===== src/rtl/uart_rx_deframer.sv =====
// UART receive deframer: synchronises rx_serial, samples each bit at its centre using the
// oversample enable, and hands the byte and parity bit to the downstream parity checker.
//
// state  | meaning
// IDLE   | line idle, waiting for a low sample on a tick
// START  | counting to the middle of the start bit to confirm it
// DATA   | sampling DATA_WIDTH data bits, LSB first
// PARITY | sampling the parity bit
// STOP   | sampling the stop bit, then delivering the frame
module uart_rx_deframer #(
  parameter int DATA_WIDTH = 8,
  parameter int OVERSAMPLE = 16
) (
  input  logic                  clk,
  input  logic                  rst,
  input  logic                  baud_tick,
  input  logic                  rx_serial,
  output logic [DATA_WIDTH-1:0] rx_data_in,
  output logic                  rx_in,
  output logic                  parity_load,
  output logic                  stop_bit_error,
  output logic                  false_start,
  output logic                  busy
);

  localparam int SW = $clog2(OVERSAMPLE);
  localparam int BW = (DATA_WIDTH > 1) ? $clog2(DATA_WIDTH) : 1;
  localparam logic [SW-1:0] S_HALF = SW'(OVERSAMPLE / 2 - 1);
  localparam logic [SW-1:0] S_LAST = SW'(OVERSAMPLE - 1);
  localparam logic [BW-1:0] B_LAST = BW'(DATA_WIDTH - 1);

  typedef enum logic [2:0] {
    IDLE   = 3'd0,
    START  = 3'd1,
    DATA   = 3'd2,
    PARITY = 3'd3,
    STOP   = 3'd4
  } state_t;

  state_t                state_q, state_d;
  logic                  sync1_q, sync2_q;
  logic [SW-1:0]         s_cnt_q, s_cnt_d;
  logic [BW-1:0]         b_cnt_q, b_cnt_d;
  logic [DATA_WIDTH-1:0] shift_q, shift_d;
  logic                  par_q, par_d;
  logic [DATA_WIDTH-1:0] rx_data_q, rx_data_d;
  logic                  rx_in_q, rx_in_d;
  logic                  parity_load_q, parity_load_d;
  logic                  stop_err_q, stop_err_d;
  logic                  false_start_q, false_start_d;
  logic                  busy_q, busy_d;
  logic                  rxs;

  assign rxs = sync2_q;

  always_comb begin
    state_d       = state_q;
    s_cnt_d       = s_cnt_q;
    b_cnt_d       = b_cnt_q;
    shift_d       = shift_q;
    par_d         = par_q;
    rx_data_d     = rx_data_q;
    rx_in_d       = rx_in_q;
    stop_err_d    = stop_err_q;
    parity_load_d = 1'b0;
    false_start_d = 1'b0;
    if (baud_tick) begin
      case (state_q)
        IDLE: begin
          if (!rxs) begin
            state_d = START;
            s_cnt_d = '0;
          end
        end
        START: begin
          if (s_cnt_q == S_HALF) begin
            s_cnt_d = '0;
            if (!rxs) begin
              state_d = DATA;
              b_cnt_d = '0;
            end else begin
              state_d       = IDLE;
              false_start_d = 1'b1;
            end
          end else begin
            s_cnt_d = s_cnt_q + SW'(1);
          end
        end
        DATA: begin
          if (s_cnt_q == S_LAST) begin
            s_cnt_d = '0;
            shift_d = {rxs, shift_q[DATA_WIDTH-1:1]};
            if (b_cnt_q == B_LAST) state_d = PARITY;
            else                   b_cnt_d = b_cnt_q + BW'(1);
          end else begin
            s_cnt_d = s_cnt_q + SW'(1);
          end
        end
        PARITY: begin
          if (s_cnt_q == S_LAST) begin
            s_cnt_d = '0;
            par_d   = rxs;
            state_d = STOP;
          end else begin
            s_cnt_d = s_cnt_q + SW'(1);
          end
        end
        STOP: begin
          if (s_cnt_q == S_LAST) begin
            s_cnt_d       = '0;
            rx_data_d     = shift_q;
            rx_in_d       = par_q;
            stop_err_d    = ~rxs;
            parity_load_d = 1'b1;
            state_d       = IDLE;
          end else begin
            s_cnt_d = s_cnt_q + SW'(1);
          end
        end
        default: state_d = IDLE;
      endcase
    end
    busy_d = (state_d != IDLE);
  end

  always_ff @(posedge clk) begin
    if (rst) begin
      state_q       <= IDLE;
      sync1_q       <= 1'b1;
      sync2_q       <= 1'b1;
      s_cnt_q       <= '0;
      b_cnt_q       <= '0;
      shift_q       <= '0;
      par_q         <= 1'b0;
      rx_data_q     <= '0;
      rx_in_q       <= 1'b0;
      parity_load_q <= 1'b0;
      stop_err_q    <= 1'b0;
      false_start_q <= 1'b0;
      busy_q        <= 1'b0;
    end else begin
      state_q       <= state_d;
      sync1_q       <= rx_serial;
      sync2_q       <= sync1_q;
      s_cnt_q       <= s_cnt_d;
      b_cnt_q       <= b_cnt_d;
      shift_q       <= shift_d;
      par_q         <= par_d;
      rx_data_q     <= rx_data_d;
      rx_in_q       <= rx_in_d;
      parity_load_q <= parity_load_d;
      stop_err_q    <= stop_err_d;
      false_start_q <= false_start_d;
      busy_q        <= busy_d;
    end
  end

  assign rx_data_in     = rx_data_q;
  assign rx_in          = rx_in_q;
  assign parity_load    = parity_load_q;
  assign stop_bit_error = stop_err_q;
  assign false_start    = false_start_q;
  assign busy           = busy_q;

endmodule


===== config.mk =====
export PLATFORM = sky130hd
export DESIGN_NAME = uart_rx_deframer
export DESIGN_NICKNAME = d
export VERILOG_FILES = /design/src/rtl/uart_rx_deframer.sv
export SDC_FILE = /design/constraint.sdc
export NUM_CORES = 1
export LEC_CHECK = 0
export BUFFER_PORTS_ARGS = -buffer_cell sky130_fd_sc_hd__buf_2
export CORE_MARGIN = 3
export CORE_UTILIZATION = 45
export DETAILED_ROUTE_END_ITERATION = 10
export MAX_ROUTING_LAYER = met4
export SYNTH_ARGS = -nofsm -noshare
export SYNTH_HDL_FRONTEND = slang
export SYNTH_SLANG_ARGS = --single-unit

===== constraint.sdc =====
create_clock -name clk -period 2.35 [get_ports clk]
set_clock_uncertainty 0.2 [all_clocks]
set_input_delay 0.1175 -clock clk [delete_from_list [all_inputs] [get_ports clk]]
set_output_delay 0.1175 -clock clk [all_outputs]
set_load 0.005 [all_outputs]

==> metrics.md <==
| Metric | Value |
|---|---|
| Pre-antenna DRT Iters | 4 |
| Initial antenna violation count | 0 |
| Max clock buf depth | 2 |
| DRT iter0 DRCs | 42 |
| H-tree levels | 2 |
| P_leak | 0.661 nW |
| Post-cts resize count | 0 |
| Via density | roughly 5.3 |
| CTS buffer count | 5 |
| Non-Filler Instances | 235 |
| DP HPWL | 2.00 mm |
| Uppermost layer routed | met4 |
| Final nets | between 150 and 200 |
| Cell count after synthesis | 175 |
| Slew Limit Fails | 0 |
| Total Neg Setup Slack | 0 ps |
| Diodes inserted | 0 |
| RSZ-0062 raised after global routing | no |
| Crit path DAT | 2100 ps |
| Logic gate share of total power | 3.2% |
| Top cells by area, synth | dfxtp_1, nand2_1, a21oi_1 |
| Cell internal pwr | 0.732 mW |
| Power Dens Cells | 561 nW/um^2 |
| Post-synth EDFFs | 0 |
| DP Cell Count | about 230 |
| DIE AREA | roughly 4100 sq um |
| Wl on met1 | 1.42 mm |
| Vias | 1247 |
| Primary FF master, synth | dfxtp_1 |
| Core Rows | 20 |
| Synth cell types | 38 |
| DIE WIDTH | 64.3 microns |
| Sw Share | 22.6% |
| Final ANT Viol Nets | 0 |
| Hold Slack | 73.5 ps |
| GR Util All Layers | 17.1% |
| Most common cell in the netlist | dfxtp_1 |
| Gpl congestion | ~0.86 |
| Setup Fix Bufs, Post-CTS | 0 |
| Commonest cells post-synth | dfxtp_1, nand2_1, nor2_1, a21oi_1, nand3_1 |
| Sw Pwr | 0.214 mW |
| Layout cells sized above 1 | approximately 18% |
| Clk Latency, worst-skew pair | between 300 and 400 ps |
| Setup crit end kind | flip-flop |
| Post-route core utilization | 53.5% |
| Clock sink count | 34 |
| Max-cap violations | 0 |
| Reg power frac | 61.3% |
| Critical Path RT | between 2000 and 2500 ps |
| Area Overhead vs Synth | 10.3% |
| Kind of critical path | reg2reg |
| Synthesized area | 1530 sq um |
| CTS tree | yes |
| Die Y | 64.3 microns |
| Routed length on met2 | 1.33 mm |
| Total power | 0.947 mW |
| Clock transition at path regs | 100 ps |
| Mean Syn Cell Area | roughly 8.7 sq um |
| Final worst-path cycle share | 85.7% |
| Wire per inst | 12.4 microns |
| Met3 wire len | 116 microns |
| Number of I/O port buffers | 16 |
| Vias in the first global route | 1185 |
| Hold violation count in the final report | 0 |
| Relative slew slack | approximately three fifths |
| Final setup vio count | 0 |
| # IOs | 17 |
| Yosys top cell area share | roughly 45% |
| Outcome | completed |
| Starting Density | 48.5% |
| Setup WS post-layout | around 340 ps |
| Startpoint types | flip-flop |
| Largest net degree at the start of global routing | 35 |
| Drt drc | 0 |
| Crit path cell chain | ha_1 > and3_1 > nand3_1 > a221o_1 > a31oi_1 > or3_1 |
| Overflow after GRT | 0 |
| Maximum vdd drop | ~330 uV |
| Fmax | 0.496 GHz |
| Placed Area | 1600 sq um |
| Flops & latches, synth | 34 |
| Root buffer cell | clkbuf_4 |
| Syn Nets | 182 |
| Clock Power Share | 35.5% |
| Synth area leader | dfxtp_1 |
| Dpl ws | 368 ps |
| Core area | 3150 sq um |
| Max stage delay on crit path | about 380 ps |
| Fin crit period | roughly 2000 ps |
| First-pass GRT wire length | 5.41 mm |
| FFs w/ async S/R, synth | 0% |
| Hold Path Class | in2reg |
| Post-Layout Inst Area | 1690 sq um |
| Syn. warnings | 0 |
| Seq/Total Area, Yosys | 44.5% |
| Slowest-stage cell, CP | dfxtp_1 |
| Worst-margin pin slew | between 600 and 700 ps |
| Crit path max fanout | 6 |
| Total Wirelength | 2.90 mm |
layout make-up:
cell class	count	area, sq um
well taps	44	55.1
repair buffers	20	115
inverters	1	3.75
clock inverters	2	12.5
multi-input cells	128	768
flip-flops and latches	34	681
clock buffers	6	51.3
fillers	331	1470
power groups by stage:
stage          logic, mW  clock network (mW)  registers [mW]
3_3_place_gp      0.0268                   0           0.594
3_5_place_dp      0.0278                   0           0.594
6_report          0.0303               0.336           0.581
5_1_grt           0.0339               0.382           0.582
2_1_floorplan     0.0250                   0           0.592
4_1_cts           0.0305               0.351           0.581
final timing paths:
path,slack [ps],start,cells past startpoint,end
min,70,rst,2,shift_q[7]
max,340,s_cnt_q[0],6,busy
max reg2reg,340,s_cnt_q[0],6,busy
min reg2reg,220,sync1_q,1,rxs
cell families after synthesis:
family,share of synthesized area (%)
muxes,5.89
and+or+nand+nor,26.2
DFF,44.5
AOI/OAI and AO/OA,15.1
xor gates and xnor gates,0.573
buffers and inverters,5.24
adders and majority gates,2.46
cell usage in the layout, fill, tap and decap left out, drive strengths merged, types with 2 or more instances in the layout:
cell type	count
mux2i	9
buf	18
o21ai	5
ha	3
nand3	10
and3	2
dlygate4sd3	2
or2	3
nand4	3
nor3	2
a31oi	2
o21a	2
nand2	29
clkbuf	6
nor2	21
a21oi	18
nor3b	3
dfxtp	34
worst max-delay path: cells and delay by family (launching register included):
kind	cells	cell delay, ps
AND/OR/NAND/NOR	3	630
AO/OA/AOI/OAI	2	500
flip-flops	1	380
adder cells (fa/ha/maj)	1	260
flip-flops by register name, summed over array words and instances, names as in the netlist:
| name | flops |
|---|---|
| shift_q | 8 |
| stop_bit_error | 1 |
| rx_data_in | 8 |
| b_cnt_q | 3 |
| sync1_q | 1 |
| false_start | 1 |
| state_q | 3 |
| par_q | 1 |
| rxs | 1 |
| rx_in | 1 |
| busy | 1 |
| s_cnt_q | 4 |
| parity_load | 1 |
per-layer routing:
layer / track usage, % / up-vias
li1: - / 636
met4: 6.33 / 0
met2: 25.0 / 23
met5: - / -
met3: 5.27 / 5
met1: 22.1 / 583
timing repair:
item,4_1_cts,5_1_grt
endpoints found under the setup margin,0,0
hold endpoints to repair,3,0
hold buffers,2,0
Power figures use the tool's default switching activity.
